[src/rtl/mem_arbiter_pkg.sv]
// ---------------------------------------------------------------------------
// core_pkg
// Shared types and constants for the unified memory-port arbiter.
//   arb_state_t : sequencing FSM states (IDLE / REQ / RESP)
//   arb_owner_t : which requester owns the in-flight transaction
//   ARB_ADDR_W, ARB_DATA_W, ARB_BE_W : default widths of the memory port
// ---------------------------------------------------------------------------
package core_pkg;

  localparam int ARB_ADDR_W = 32;
  localparam int ARB_DATA_W = 32;
  localparam int ARB_BE_W   = ARB_DATA_W / 8;

  typedef enum logic [1:0] {
    ARB_IDLE = 2'd0,
    ARB_REQ  = 2'd1,
    ARB_RESP = 2'd2
  } arb_state_t;

  typedef enum logic {
    OWN_IF = 1'b0,
    OWN_MA = 1'b1
  } arb_owner_t;

endpackage

[src/rtl/mem_arbiter_if.sv]
// ---------------------------------------------------------------------------
// mem_arbiter_if
// Bundles the three handshakes around the arbiter:
//   if_*  : instruction-fetch requester (req/addr in, gnt/rvalid/rdata out)
//   ma_*  : data requester (req/we/addr/wdata/be in, gnt/rvalid/rdata out)
//   mem_* : single-ported memory (req/we/addr/wdata/be out, gnt/rvalid/rdata in)
// Modports:
//   master : the arbiter's view
//   slave  : the view of the requesters and the memory around it
// ---------------------------------------------------------------------------
interface mem_arbiter_if
  import core_pkg::*;
#(
  parameter int ADDR_W = ARB_ADDR_W,
  parameter int DATA_W = ARB_DATA_W
);

  localparam int BE_W = DATA_W / 8;

  logic              if_req;
  logic [ADDR_W-1:0] if_addr;
  logic              if_gnt;
  logic              if_rvalid;
  logic [DATA_W-1:0] if_rdata;

  logic              ma_req;
  logic              ma_we;
  logic [ADDR_W-1:0] ma_addr;
  logic [DATA_W-1:0] ma_wdata;
  logic [BE_W-1:0]   ma_be;
  logic              ma_gnt;
  logic              ma_rvalid;
  logic [DATA_W-1:0] ma_rdata;

  logic              mem_req;
  logic              mem_we;
  logic [ADDR_W-1:0] mem_addr;
  logic [DATA_W-1:0] mem_wdata;
  logic [BE_W-1:0]   mem_be;
  logic              mem_gnt;
  logic              mem_rvalid;
  logic [DATA_W-1:0] mem_rdata;

  modport master (
    input  if_req, if_addr,
    output if_gnt, if_rvalid, if_rdata,
    input  ma_req, ma_we, ma_addr, ma_wdata, ma_be,
    output ma_gnt, ma_rvalid, ma_rdata,
    output mem_req, mem_we, mem_addr, mem_wdata, mem_be,
    input  mem_gnt, mem_rvalid, mem_rdata
  );

  modport slave (
    output if_req, if_addr,
    input  if_gnt, if_rvalid, if_rdata,
    output ma_req, ma_we, ma_addr, ma_wdata, ma_be,
    input  ma_gnt, ma_rvalid, ma_rdata,
    input  mem_req, mem_we, mem_addr, mem_wdata, mem_be,
    output mem_gnt, mem_rvalid, mem_rdata
  );

endinterface

[src/rtl/mem_arbiter_pick.sv]
// ---------------------------------------------------------------------------
// mem_arb_pick
// Combinational winner selection between the fetch and data requesters.
// Ports:
//   if_req, ma_req : pending requests
//   last_gnt       : owner of the most recent capture
//   winner         : requester to grant (meaningful only when a request is up)
// Build option ARB_RR_EN:
//   undefined -> fixed priority, MA always beats IF
//   defined   -> round-robin on a tie, based on last_gnt
// ---------------------------------------------------------------------------
module mem_arb_pick
  import core_pkg::*;
(
  input  logic       if_req,
  input  logic       ma_req,
  input  arb_owner_t last_gnt,
  output arb_owner_t winner
);

`ifdef ARB_RR_EN
  // On a tie the requester that did not win last time goes next; a lone
  // requester always wins regardless of history.
  always_comb begin
    winner = OWN_IF;
    if (if_req && ma_req) begin
      winner = (last_gnt == OWN_MA) ? OWN_IF : OWN_MA;
    end else if (ma_req) begin
      winner = OWN_MA;
    end
  end
`else
  // History is not consulted in the fixed-priority build.
  logic unused_last_gnt;
  assign unused_last_gnt = (last_gnt == OWN_MA) ^ if_req;

  // Data accesses stall the pipeline harder than fetches, so MA always wins.
  always_comb begin
    winner = OWN_IF;
    if (ma_req) begin
      winner = OWN_MA;
    end
  end
`endif

endmodule

[src/rtl/mem_arbiter.sv]
// ---------------------------------------------------------------------------
// mem_arbiter
// Shares one memory port between the IF (fetch) and MA (load/store)
// requesters. One transaction is outstanding at a time:
//   IDLE --req--> REQ --mem_gnt--> RESP --mem_rvalid--> IDLE
// Ports:
//   clk  : rising-edge clock
//   rst  : asynchronous, active-low reset
//   bus  : mem_arbiter_if.master (requester and memory handshakes)
//   busy : FSM is not in IDLE
// All outputs are registered. Arbitration policy is selected by ARB_RR_EN
// inside mem_arb_pick; this FSM is the same in both builds.
// ---------------------------------------------------------------------------
module mem_arbiter
  import core_pkg::*;
#(
  parameter int ADDR_W = ARB_ADDR_W,
  parameter int DATA_W = ARB_DATA_W
) (
  input  logic clk,
  input  logic rst,
  mem_arbiter_if.master bus,
  output logic busy
);

  localparam int BE_W = DATA_W / 8;

  arb_state_t        state_q, state_d;
  arb_owner_t        owner_q, owner_d;
  arb_owner_t        last_q, last_d;
  arb_owner_t        winner;

  logic              if_gnt_q, if_gnt_d;
  logic              if_rvalid_q, if_rvalid_d;
  logic [DATA_W-1:0] if_rdata_q, if_rdata_d;
  logic              ma_gnt_q, ma_gnt_d;
  logic              ma_rvalid_q, ma_rvalid_d;
  logic [DATA_W-1:0] ma_rdata_q, ma_rdata_d;

  logic              mem_req_q, mem_req_d;
  logic              mem_we_q, mem_we_d;
  logic [ADDR_W-1:0] mem_addr_q, mem_addr_d;
  logic [DATA_W-1:0] mem_wdata_q, mem_wdata_d;
  logic [BE_W-1:0]   mem_be_q, mem_be_d;

  mem_arb_pick u_pick (
    .if_req   (bus.if_req),
    .ma_req   (bus.ma_req),
    .last_gnt (last_q),
    .winner   (winner)
  );

  // Next-state and output logic. Every register holds by default and the
  // grant/rvalid pulses default low, so each state only states its changes.
  // In IDLE the winner's payload is latched straight into the mem_* command
  // registers; a fetch always reads a full word. In RESP a store completion
  // returns zero data, and only the owner's rdata register is touched.
  always_comb begin
    state_d     = state_q;
    owner_d     = owner_q;
    last_d      = last_q;
    if_gnt_d    = 1'b0;
    if_rvalid_d = 1'b0;
    if_rdata_d  = if_rdata_q;
    ma_gnt_d    = 1'b0;
    ma_rvalid_d = 1'b0;
    ma_rdata_d  = ma_rdata_q;
    mem_req_d   = mem_req_q;
    mem_we_d    = mem_we_q;
    mem_addr_d  = mem_addr_q;
    mem_wdata_d = mem_wdata_q;
    mem_be_d    = mem_be_q;

    case (state_q)
      ARB_IDLE: begin
        if (bus.if_req || bus.ma_req) begin
          owner_d   = winner;
          last_d    = winner;
          mem_req_d = 1'b1;
          state_d   = ARB_REQ;
          if (winner == OWN_MA) begin
            ma_gnt_d    = 1'b1;
            mem_we_d    = bus.ma_we;
            mem_addr_d  = bus.ma_addr;
            mem_wdata_d = bus.ma_wdata;
            mem_be_d    = bus.ma_be;
          end else begin
            if_gnt_d    = 1'b1;
            mem_we_d    = 1'b0;
            mem_addr_d  = bus.if_addr;
            mem_wdata_d = '0;
            mem_be_d    = '1;
          end
        end
      end

      ARB_REQ: begin
        if (bus.mem_gnt) begin
          mem_req_d = 1'b0;
          state_d   = ARB_RESP;
        end
      end

      ARB_RESP: begin
        if (bus.mem_rvalid) begin
          state_d = ARB_IDLE;
          if (owner_q == OWN_MA) begin
            ma_rvalid_d = 1'b1;
            ma_rdata_d  = mem_we_q ? '0 : bus.mem_rdata;
          end else begin
            if_rvalid_d = 1'b1;
            if_rdata_d  = bus.mem_rdata;
          end
        end
      end

      default: begin
        state_d = ARB_IDLE;
      end
    endcase
  end

  // State and output registers. Reset abandons any in-flight transaction:
  // everything clears immediately and no rvalid is ever produced for it.
  always_ff @(posedge clk or negedge rst) begin
    if (!rst) begin
      state_q     <= ARB_IDLE;
      owner_q     <= OWN_IF;
      last_q      <= OWN_IF;
      if_gnt_q    <= 1'b0;
      if_rvalid_q <= 1'b0;
      if_rdata_q  <= '0;
      ma_gnt_q    <= 1'b0;
      ma_rvalid_q <= 1'b0;
      ma_rdata_q  <= '0;
      mem_req_q   <= 1'b0;
      mem_we_q    <= 1'b0;
      mem_addr_q  <= '0;
      mem_wdata_q <= '0;
      mem_be_q    <= '0;
    end else begin
      state_q     <= state_d;
      owner_q     <= owner_d;
      last_q      <= last_d;
      if_gnt_q    <= if_gnt_d;
      if_rvalid_q <= if_rvalid_d;
      if_rdata_q  <= if_rdata_d;
      ma_gnt_q    <= ma_gnt_d;
      ma_rvalid_q <= ma_rvalid_d;
      ma_rdata_q  <= ma_rdata_d;
      mem_req_q   <= mem_req_d;
      mem_we_q    <= mem_we_d;
      mem_addr_q  <= mem_addr_d;
      mem_wdata_q <= mem_wdata_d;
      mem_be_q    <= mem_be_d;
    end
  end

  assign bus.if_gnt    = if_gnt_q;
  assign bus.if_rvalid = if_rvalid_q;
  assign bus.if_rdata  = if_rdata_q;
  assign bus.ma_gnt    = ma_gnt_q;
  assign bus.ma_rvalid = ma_rvalid_q;
  assign bus.ma_rdata  = ma_rdata_q;
  assign bus.mem_req   = mem_req_q;
  assign bus.mem_we    = mem_we_q;
  assign bus.mem_addr  = mem_addr_q;
  assign bus.mem_wdata = mem_wdata_q;
  assign bus.mem_be    = mem_be_q;
  assign busy          = (state_q != ARB_IDLE);

endmodule

[src/flat_wrapper.sv]
// flat-port wrapper written by rule: the top's interface ports become plain ports
module mem_arbiter_flat import core_pkg::*;
#(
  parameter int ADDR_W = ARB_ADDR_W,
  parameter int DATA_W = ARB_DATA_W
)
  (clk, rst, busy, bus_if_req, bus_if_addr, bus_if_gnt, bus_if_rvalid, bus_if_rdata, bus_ma_req, bus_ma_we, bus_ma_addr, bus_ma_wdata, bus_ma_be, bus_ma_gnt, bus_ma_rvalid, bus_ma_rdata, bus_mem_req, bus_mem_we, bus_mem_addr, bus_mem_wdata, bus_mem_be, bus_mem_gnt, bus_mem_rvalid, bus_mem_rdata);
  mem_arbiter_if #(.ADDR_W(ADDR_W), .DATA_W(DATA_W)) bus_i ();
  input  logic clk;
  input  logic rst;
  output logic busy;
  input wire logic [$bits(bus_i.if_req)-1:0] bus_if_req;
  input wire logic [$bits(bus_i.if_addr)-1:0] bus_if_addr;
  output wire logic [$bits(bus_i.if_gnt)-1:0] bus_if_gnt;
  output wire logic [$bits(bus_i.if_rvalid)-1:0] bus_if_rvalid;
  output wire logic [$bits(bus_i.if_rdata)-1:0] bus_if_rdata;
  input wire logic [$bits(bus_i.ma_req)-1:0] bus_ma_req;
  input wire logic [$bits(bus_i.ma_we)-1:0] bus_ma_we;
  input wire logic [$bits(bus_i.ma_addr)-1:0] bus_ma_addr;
  input wire logic [$bits(bus_i.ma_wdata)-1:0] bus_ma_wdata;
  input wire logic [$bits(bus_i.ma_be)-1:0] bus_ma_be;
  output wire logic [$bits(bus_i.ma_gnt)-1:0] bus_ma_gnt;
  output wire logic [$bits(bus_i.ma_rvalid)-1:0] bus_ma_rvalid;
  output wire logic [$bits(bus_i.ma_rdata)-1:0] bus_ma_rdata;
  output wire logic [$bits(bus_i.mem_req)-1:0] bus_mem_req;
  output wire logic [$bits(bus_i.mem_we)-1:0] bus_mem_we;
  output wire logic [$bits(bus_i.mem_addr)-1:0] bus_mem_addr;
  output wire logic [$bits(bus_i.mem_wdata)-1:0] bus_mem_wdata;
  output wire logic [$bits(bus_i.mem_be)-1:0] bus_mem_be;
  input wire logic [$bits(bus_i.mem_gnt)-1:0] bus_mem_gnt;
  input wire logic [$bits(bus_i.mem_rvalid)-1:0] bus_mem_rvalid;
  input wire logic [$bits(bus_i.mem_rdata)-1:0] bus_mem_rdata;
  assign bus_i.if_req = bus_if_req;
  assign bus_i.if_addr = bus_if_addr;
  assign bus_if_gnt = bus_i.if_gnt;
  assign bus_if_rvalid = bus_i.if_rvalid;
  assign bus_if_rdata = bus_i.if_rdata;
  assign bus_i.ma_req = bus_ma_req;
  assign bus_i.ma_we = bus_ma_we;
  assign bus_i.ma_addr = bus_ma_addr;
  assign bus_i.ma_wdata = bus_ma_wdata;
  assign bus_i.ma_be = bus_ma_be;
  assign bus_ma_gnt = bus_i.ma_gnt;
  assign bus_ma_rvalid = bus_i.ma_rvalid;
  assign bus_ma_rdata = bus_i.ma_rdata;
  assign bus_mem_req = bus_i.mem_req;
  assign bus_mem_we = bus_i.mem_we;
  assign bus_mem_addr = bus_i.mem_addr;
  assign bus_mem_wdata = bus_i.mem_wdata;
  assign bus_mem_be = bus_i.mem_be;
  assign bus_i.mem_gnt = bus_mem_gnt;
  assign bus_i.mem_rvalid = bus_mem_rvalid;
  assign bus_i.mem_rdata = bus_mem_rdata;
  mem_arbiter #(.ADDR_W(ADDR_W), .DATA_W(DATA_W)) u_core (.clk(clk), .rst(rst), .bus(bus_i), .busy(busy));
endmodule
[config.mk]
export PLATFORM = sky130hd
export DESIGN_NAME = mem_arbiter_flat
export DESIGN_NICKNAME = d
export VERILOG_FILES = /design/src/rtl/mem_arbiter_pkg.sv /design/src/rtl/mem_arbiter_if.sv /design/src/rtl/mem_arbiter_pick.sv /design/src/rtl/mem_arbiter.sv /design/src/flat_wrapper.sv
export SDC_FILE = /design/constraint.sdc
export NUM_CORES = 1
export LEC_CHECK = 0
export ABC_AREA = 1
export CAP_MARGIN = 20
export CELL_PAD_IN_SITES_DETAIL_PLACEMENT = 2
export CELL_PAD_IN_SITES_GLOBAL_PLACEMENT = 2
export CORE_MARGIN = 2
export CORE_UTILIZATION = 22
export CTS_CLUSTER_DIAMETER = 50
export CTS_CLUSTER_SIZE = 16
export DETAILED_ROUTE_END_ITERATION = 10
export PLACE_DENSITY = 0.84
export SYNTH_ARGS = -nofsm -noshare
export SYNTH_HDL_FRONTEND = slang
export SYNTH_HIERARCHICAL = 1
export SYNTH_SLANG_ARGS = --single-unit
[constraint.sdc]
create_clock -name clk -period 1.52 [get_ports clk]
set_clock_uncertainty 0.1 [all_clocks]
set_input_delay 0.228 -clock clk [delete_from_list [all_inputs] [get_ports clk]]
set_output_delay 0.228 -clock clk [all_outputs]
set_load 0.05 [all_outputs]
Word-level counts from Yosys, hierarchy flattened
Cells that the tools add are included.
{"block": "totals", "ff_bits": 141, "latch_bits": 0, "mem_bits_rw": 0, "rom_bits": 0, "input_bits": 139, "out_inout_bits": 139, "word_cells": 53, "memories": 0}
{"block": "op_classes", "add_sub_neg": 0, "n_mul": 0, "n_div": 0, "magnitude_cmp": 0, "eq_ne": 5, "shifts": 0, "mux": 25, "n_bitwise": 1, "n_reduce_logical": 9}
{"op": "32-bit 2-to-1 mux", "n": 3}
{"op": "1-bit 2-to-1 mux", "n": 16}
{"op": "3-bit AND reduction", "n": 4}
{"op": "2-bit 2-to-1 mux", "n": 3}
{"op": "2-bit case mux with 3 select lines", "n": 1}
{"op": "4-bit 2-to-1 mux", "n": 1}
{"op": "2-bit inequality test, second input constant", "n": 2}
{"op": "2-bit nonzero test", "n": 2}
{"op": "2-bit by 1-bit == test with 1-bit output, second input constant", "n": 1}
{"op": "2-bit == test, second input constant", "n": 1}
{"op": "2-bit logical NOT", "n": 1}
{"op": "2-bit by 1-bit inequality test with 1-bit output, second input constant", "n": 1}
{"op": "1-bit case mux with 2 select lines", "n": 1}
{"op": "2-bit AND reduction", "n": 1}
{"op": "1-bit logical OR", "n": 1}
{"op": "1-bit NOT", "n": 1}

Depth between registers and ports, before layout
Gate-level depths: netlist (run 1).
{"block": "depth", "ltp_word": 4, "ltp_mapped": 8, "ltp_nobuf": 5}

By module
Netlist (run 1), hierarchy kept.
{"mod": "mem_arbiter", "n_inst": 1, "cells_per_inst": 850, "area_per_inst_um2": 6306.0, "seq_area_each_um2": 3528.4}
{"mod": "mem_arb_pick", "n_inst": 1, "cells_per_inst": 1, "area_per_inst_um2": 7.5, "seq_area_each_um2": 0.0}

Least setup slack after synthesis (run 1)
OpenSTA, ideal clock, no wires.
{"block": "synth_path", "path_type": "register to register", "from": "register u_core.state_q[0]", "to": "register u_core.mem_addr_q[0] (netlist: u_core/bus.mem_addr[0])", "setup_time_ns": 0.066, "t_arrival_ns": 1.425, "required_ns": 1.354, "path_slack_ns": -0.071, "path_stages_with_launch": 8, "n_path_buf": 2, "synth_period_minus_slack_ns": 1.591, "path_cell_list": "dfrtp_1 -> inv_2 -> nand2_1 -> nor2_1 -> buf_4 -> buf_4 -> nand2_1 -> nand2_1"}
{"block": "synth_between", "elab_chain_cells": 2}
{"element": "from (decl)", "line_no": "mem_arbiter.sv:28", "rtl": "arb_state_t state_q, state_d;"}
{"element": "from (signal assigned)", "line_no": "mem_arbiter.sv:142", "rtl": "state_q <= state_d;"}
{"element": "2-bit logical NOT", "line_no": "mem_arbiter.sv:74", "rtl": "case (state_q)"}
{"element": "2-bit AND reduction (no source line)"}
{"element": "to (signal assigned)", "line_no": "mem_arbiter.sv:153", "rtl": "mem_addr_q <= mem_addr_d;"}
{"element": "to (decl)", "line_no": "mem_arbiter.sv:42", "rtl": "logic [ADDR_W-1:0] mem_addr_q, mem_addr_d;"}
Every way passes these cells.
A chain may end at the register's enable or synchronous reset.

Worst setup path in the final report (run 1)
{"block": "layout_path", "from": "register u_core.state_q[0]", "to": "output port busy"}
{"block": "layout_between", "elab_chain_cells": 1}
{"element": "2-bit nonzero test", "line_no": "mem_arbiter.sv:170", "rtl": "assign busy = (state_q != ARB_IDLE);"}
{"element": "to (decl)", "line_no": "flat_wrapper.sv:11", "rtl": "output logic busy;"}
Every way passes these cells.

==> impl.org, run 1 <==
** Placement
- Number of placed instances with taps included :: between 1000 and 1500
- Post-placement worst setup slack :: -218 ps
- Area after DPL :: about 11000 um2
- During placement, the flow inserted port buffers numbering between 200 and 300.
- Detailed placement HPWL :: about 21000 um
- At the end of routability-driven placement, the weighted congestion stood at roughly 0.76.

** Global route
- The via count of the first global-routing pass was 7512.
- Overall global routing resource usage :: a little under a fifth
- The total overflow left after global routing is 0.
- Largest net degree at the start of global routing :: 50
- Wire length of the first global-routing pass :: around 43000 um
- The number of antenna violations at the first check in global routing is 1.

** Worst setup path
- Buffers & Inverters on Critical Path :: 2
- Worst reg2reg path depth :: 7
- Reg-to-reg critical path endpoint :: u_core/bus.mem_wdata[3]
- The critical path is of the reg -> out type.
- Timing endpoint of the critical path :: busy
- Type of origin of the critical path :: register
- Data arrives at the worst endpoint at between 1000 and 1500 ps.
- Worst setup path startpoint :: u_core/state_q[0]
- The slowest stage of the critical path is the dfrtp_2 cell.
- Crit. path cell count :: 3
- Reg2reg setup slack :: 80 ps
- WP data required :: 1190 ps
- Largest fanout on the critical path :: 5
- Delay contributed by the slowest stage of the critical path :: about 460 ps
- Crit path cell chain :: inv_2, nand2_4, buf_12
- The startpoint identified for the worst register-to-register timing path is u_core/state_q[0].
- Among cell families on the critical path, the largest total delay comes from flip-flops.
- STA classifies the critical path endpoint as an output pin.

** Yosys
- Fraction of the mapped netlist area in adder cells :: 0%
- Syn. warnings :: 6
- Synthesis produced a netlist with a net count of between 900 and 1000.
- The largest total area in the synthesized netlist belongs to dfrtp_1.
- The most used flip-flop cell after synthesis is dfrtp_1.
- Top area cells in the synthesized netlist :: dfrtp_1 (56%), nand2_1 (30%), inv_1 (4.5%), nand3_1 (3.0%), nor2_1 (2.1%)
- Each instance of the synthesized netlist takes up on average roughly 7.4 um2.
- Synthesis produced a netlist whose cell count is 851.
- The synthesized design contains 0 enable-type register cells.
- Multiplexer cells account for 0% of the synthesized area.
- The synthesized netlist devotes less than 1% of its cell area to compound gates.
- Post-synthesis share of cell area spent on and, or, nand and nor gates :: between 30% and 40%
- Post-synth top cells :: nand2_1 (507), dfrtp_1 (141), inv_1 (75), nand3_1 (38), nor2_1 (36)
- Sequential cells were found to cover between 50% and 60% of the synthesized design area.
- Post-synthesis cell type count :: 15
- In this run the cell area of the synthesized design comes to about 6300 um2.
- Area share of xor/xnor cells in the synthesized design :: 0%
- Share of the synthesized area in the top cell type :: approximately 56%
- Share of async-settable or async-resettable flops after synthesis :: 100%
- Flip-flop and latch count after synthesis :: approximately 140
- After synthesis, the largest family of logic cells by area is simple AND/OR/NAND/NOR gates.
- Count leader, synth :: nand2_1

** Floorplan
- The die is 173 um wide.
- The initial utilization of the core area, before any placement, comes to 22.2%.
- Floorplan row count :: 62
- Die ar. :: 30100 um2
- Chip Height :: between 150 and 200 um
- Pin placement for this block handled roughly 280 I/O pins.
- Core Box Area :: 28500 um2

** Clocking
- The later pin in the worst-skew pair is clocked with a latency of roughly 410 ps.
- CTS clk-pin slew, worst paths :: approximately 70 ps
- TritonCTS built the clock tree.
- Clock root buffer master :: clkbuf_16
- Counting the buffers created by CTS gives 17.
- No sink is reached through more buffers than the 2 on the longest clock path.
- Level count of the clock H-tree :: 4
- Number of clock sinks :: around 140

** Final layout
- Fraction of layout instances using a drive strength above 1 :: approximately a fifth
- Area growth from synthesis to final layout :: 86.6%
- The finished layout holds about 1500 standard cells, fillers aside.
- Nets :: about 1300
- Summing all non-filler instances in the final layout gives an area of 11800 um2.

** STA
- Headroom to the max-slew limit came out at 77.7%.
- The final max-slew violation count came to 0.
- The number of hold violations in the final report came to 0.
- Highest achievable clock rate :: roughly 660 MHz
- Pin slew with the least headroom to its limit :: about 330 ps
- Endpoints failing setup :: 1
- Final hold analysis gives a worst-case slack of 115 ps.
- Setup repair after global routing missed its margin :: true
- Subtracting the final worst setup slack from the clock period gives roughly 1500 ps.
- Once routing completed, OpenROAD measured the worst setup slack at -0.750 ps.
- Setup TNS :: -0.750 ps
- Final worst path period share :: 100%

** Run status
- Violated checks :: negative setup slack
- Run status :: finished with violations

** Pwr
- Pleak :: around 6.2 nW
- Across the VDD grid, the largest voltage drop is roughly 0.001 V.
- Power per cell area :: around 2400 nW/um2

** Job
- The tool flagged a number of max-cap violations equal to 0.

** Route
- In the routed layout, each cell is associated on average with a via count of 4.24.
- For this block, the routed nets add up to roughly 27000 um of wire.
- For this block, the initial DRC count from the detailed router was around 220.
- Once detail routing completed, the nets flagged for antenna violations numbered 0.
- Average detailed-routed wire length per instance :: roughly 18 um
- Via count :: between 6000 and 7000
- Remaining routing DRC violations :: 0
- Number of optimization iterations in the first detailed-route pass :: 4

** Hold path
- Min-delay worst type :: in -> async
-- worst min path at each step --
stage,start,endpoint,cells past startpoint
global placement,rst,u_core/bus.ma_rdata[3],1
detailed placement,rst,u_core/bus.ma_rdata[3],1
CTS,rst,u_core/bus.ma_rdata[3],2
global route,rst,u_core/bus.ma_rdata[3],2
floorplan,rst,u_core/bus.if_gnt,0
finish,rst,u_core/bus.ma_rdata[3],2
-- report_power, final --
| group | switching [W] | internal, W | leakage, nW |
|---|---|---|---|
| registers | 0.00189 | 0.00537 | 1.80 |
| logic | 0.00933 | 0.00773 | 4.13 |
| clock network | 0.00189 | 0.00220 | 0.270 |
| total | 0.0131 | 0.0153 | 6.19 |
-- cell usage in the layout, fill, tap and decap left out --
| cell type | n |
|---|---|
| nand2_1 | 506 |
| buf_12 | 150 |
| dfrtp_1 | 139 |
| clkdlybuf4s50_1 | 136 |
| inv_1 | 75 |
| nand3_1 | 38 |
| nor2_1 | 34 |
| buf_4 | 27 |
| clkbuf_16 | 17 |
| inv_6 | 6 |
| clkinvlp_4 | 3 |
| inv_8 | 3 |
| inv_2 | 3 |
| nor2_2 | 3 |
| nor2_4 | 2 |
| dfrtp_2 | 2 |
| diode_2 | 1 |
| clkinv_2 | 1 |
| clkbuf_8 | 1 |
| clkinv_4 | 1 |
| bufbuf_16 | 1 |
| dlygate4sd3_1 | 1 |
| buf_6 | 1 |
| buf_2 | 1 |
| nand2_4 | 1 |
| nand2_2 | 1 |
| o21ai_0 | 1 |
| o21ai_1 | 1 |
-- flip-flops by register name, summed over array words and instances, names as in the netlist --
signal,count
u_core/bus.mem_be,4
u_core/last_q,1
u_core/bus.if_gnt,1
u_core/bus.ma_gnt,1
u_core/bus.if_rdata,32
u_core/bus.mem_req,1
u_core/bus.mem_we,1
u_core/bus.if_rvalid,1
u_core/bus.mem_addr,32
u_core/state_q,2
u_core/bus.mem_wdata,32
u_core/bus.ma_rdata,32
u_core/bus.ma_rvalid,1
-- metal layers --
metal	part of all wire [%]	global-route usage (%)	vias up	wire length (um)
met1	39	20.1	3217	10400
met5	0	0	-	0
met4	1.5	5.12	0	407
met3	7.1	5.66	25	1930
li1	-	-	3077	-
met2	53	34.1	204	14300
-- cell type report --
cell class              count  area (um2)
fillers                  3081       16700
multi-input cells         587        2290
well taps                 384         480
clock inverters            14         123
flip-flops and latches    141        3530
repair buffers            317        4630
clock buffers              18         439
inverters                  78         293
diodes                      1        2.50
-- worst reg2reg max path, stage by stage (launching register included) --
cell     delay [ps]
dfrtp_2         460
inv_2           100
nand2_4          70
buf_12          130
nor2_4          150
buf_12          210
nand2_1         110
nand2_1          60
-- repair_timing --
item / CTS / global route
hold buffers: 1 / 0
gates resized for setup: 3 / 0
gates cloned: 1 / 0
pin swaps: 0 / 1
setup endpoints to repair: 2 / 2
buffers inserted: 1 / 6
endpoints found under the hold margin: 141 / 0
-- kinds of logic (layout without fill, tap and decap cells) --
logic type,after synthesis,in the layout
simple gates,585,585
flops,141,141
buf+inv,123,427
compound gates,2,2
other cells,0,1
-- per-stage QoR --
stage / power, W / utilization [%]
final: 0.0284 / 41.4
after global routing: 0.0298 / 41.4
after CTS: 0.0287 / 41.2
after detailed placement: 0.0243 / 39.0
after global placement: 0.0237 / 39.0
after floorplan: 0.0144 / -
Note: power is estimated with default switching activity, not from simulation.
==> run 2: changes to the inputs <==
--- a/config.mk
+++ b/config.mk
@@ -19,3 +19,4 @@
 export SYNTH_HDL_FRONTEND = slang
 export SYNTH_HIERARCHICAL = 1
 export SYNTH_SLANG_ARGS = --single-unit
+export TNS_END_PERCENT = 1
==> impl.org, run 2 (synthesis gave the netlist of run 1 again) <==
** Clocking
- CTS clk-pin slew, worst paths :: ~70 ps
- TritonCTS built the clock tree.
- CTS saw between 100 and 150 sinks.
- Counting along the longest clock path gives a buffer depth of 2.
- The tree is rooted in a clkbuf_16.
- Num CTS Buffers :: 17
- Level count of the clock H-tree :: 4
- Clock Latency Late Sink :: about 410 ps

** Global route
- The via count of the first global-routing pass is 7512.
- Entering global routing, the biggest net connects 50 pins.
- The total overflow left after global routing is 0.
- Wire length of the first global-routing pass :: approximately 43000 um
- In the global route stage, overall resource usage came out at 18.4%.
- Antenna violations before repair :: 1

** Final layout
- Of the cells placed in the final design, the portion with a size suffix greater than 1 is between 10% and 20%.
- In the layout the commonest cells are nand2_1 (506), buf_12 (150), dfrtp_1 (139), clkdlybuf4s50_1 (136), inv_1 (75).
- After the last flow step, the layout net total stands at between 1000 and 1500.
- Layout Cells excl Fill :: 1538
- The area growth from synthesis to layout is 86.3%.
- Leaving out fill and tap cells, the most frequent cell in the layout is nand2_1.
- End-of-flow core utilization :: between 40% and 50%

** Route
- Via count normalized by instance count :: ~4.2
- Highest routed layer :: met4
- Met2 WL :: 14200 um
- The first detailed-routing pass took 4 iterations.
- The routed layout has between 6000 and 7000 vias.
- In this run the remaining antenna-violating nets after routing total 0.
- The detailed router finished its first iteration with 252 violations.
- The detailed router put a total of 10400 um of wire on met1.
- Summed over all nets, wire length on met3 after detailed routing comes to ~2000 um.
- In the routed design, unresolved DRC markers number 0.
- Total wire length after detailed routing :: roughly 27000 um
- Average detailed-routed wire length per instance :: 17.6 um

** Worst setup path
- The worst register-to-register path has a depth of 7.
- STA puts the critical path data required time at about 1200 ps.
- STA classifies the critical path startpoint as a register.
- Category of the most critical setup path :: reg -> out
- Buffers & Inverters on Critical Path :: 2
- On the worst path, the slowest cell contributes a delay of 460 ps.
- Capturing element type of the critical path :: output pin
- The signal on the critical path passes through inv_2, nand2_4, buf_12.
- On the critical path, the stage with the largest delay is an instance of dfrtp_2.
- The cell family contributing the most delay on the critical path is flip-flops.
- In this run the number of cells on the critical path is 3.
- Along the worst path, the maximum fanout reaches 5.
- For the worst setup path, the data arrival time is between 1000 and 1500 ps.

** Placement
- Before CTS, the worst setup slack after placement is -218 ps.
- Port buffering added 277 buffers.
- Detailed placement HPWL :: approximately 21000 um
- Routability-driven placement finished with a final weighted congestion of between 0.7 and 0.8.
- Number of placed instances with taps included :: between 1000 and 1500

** Pwr
- Summed over all cells, the static leakage comes to about 6.2 nW.
- Maximum VDD drop :: 0.00101 V
- In this run the power density over the cells is roughly 2400 nW/um2.

** Hold path
- In this run the worst hold path is classified as in -> async.

** STA
- Clock period minus worst slack :: about 1500 ps
- Highest achievable clock rate :: between 600 and 700 MHz
- Setup violations remaining at the end of the flow were counted as 1.
- Setup repair after global routing missed its margin :: true
- The final max-slew violation count came to 0.
- Endpoints failing hold :: 0
- The worst pin sits at a relative slew slack of about 80%.
- Dividing the final minimum period by the clock period gives 100%.
- Once routing completed, OpenROAD measured the worst setup slack at -1.14 ps.
- Pin slew with the least headroom to its limit :: ~330 ps

** Floorplan
- Core Box Area :: about 28000 um2
- Row generation in the floorplan step produced 62 rows.
- For this design the top-level I/O count stands at between 200 and 300.
- Die ar. :: about 30000 um2
- Chip Height :: 173 um
- Once the floorplan was initialized, standard cells occupied about 22% of the core.
- Die extent in x :: between 150 and 200 um

** Run status
- Violated checks :: negative setup slack
- The flow ran to the end, but the final reports show violations.

** Job
- MaxCap Viol Count :: 0
==> run 2: changes by cell type in the layout (fill, tap and decap cells not counted), sizes merged <==
cell  change
buf       -2
==> run 2: path summary, 6_finish.rpt <==
check	startpoint	slack [ps]	endpoint
max	u_core/state_q[0]	-1	busy
min	rst	120	u_core/bus.ma_rdata[3]
max reg2reg	u_core/state_q[0]	80	u_core/bus.mem_wdata[3]
min reg2reg	u_core/bus.mem_req	430	u_core/bus.mem_req
max in group asynchronous	rst	610	u_core/state_q[0]
min in group clk	bus_ma_req	210	u_core/bus.if_gnt
==> run 2: final cells by class <==
cell class | count | area, um2
timing repair buffer | 315 | 4610
fill | 3076 | 16700
sequential | 141 | 3530
tap | 384 | 480
antenna | 1 | 2.50
clock inverter | 14 | 123
inverter | 78 | 293
clock buffer | 18 | 439
multi-input combinational | 587 | 2290
==> run 2: what timing repair did <==
action | 4_1_cts | 5_1_grt
setup buffers | 1 | 4
pin swaps | 0 | 1
cloned | 1 | 0
gates resized for setup | 3 | 0
setup endpoints to repair | 2 | 2
hold buffers | 1 | 0
hold endpoints to repair | 141 | 0
==> run 2: power by group <==
group | internal (W) | switching [W]
clock network | 0.00220 | 0.00188
registers | 0.00537 | 0.00189
logic | 0.00770 | 0.00931
==> run 2: per-stage QoR <==
step                      cell area [um2]  setup TNS, ps  hold WS [ps]  power (W)
after floorplan                      6320              0          -168     0.0144
after global placement              11100          -9440         -23.8     0.0237
after detailed placement            11100         -14090         -22.5     0.0243
after CTS                           11700          -49.9           102     0.0287
after global routing                11800           -512           112     0.0298
final                               11800          -1.14           115     0.0284
==> run 2: metal layers <==
metal	GRT usage, %	vias up
met5	0	-
li1	-	3075
met4	5.12	0
met2	34.1	207
met1	20.1	3207
met3	5.66	25
==> run 3: changes to the inputs <==
--- a/config.mk
+++ b/config.mk
@@ -14,6 +14,7 @@
 export CTS_CLUSTER_DIAMETER = 50
 export CTS_CLUSTER_SIZE = 16
 export DETAILED_ROUTE_END_ITERATION = 10
+export GPL_ROUTABILITY_DRIVEN = 0
 export PLACE_DENSITY = 0.84
 export SYNTH_ARGS = -nofsm -noshare
 export SYNTH_HDL_FRONTEND = slang
==> results of run 3 <==
Final layout, timing and power as in run 2 (identical DEF).
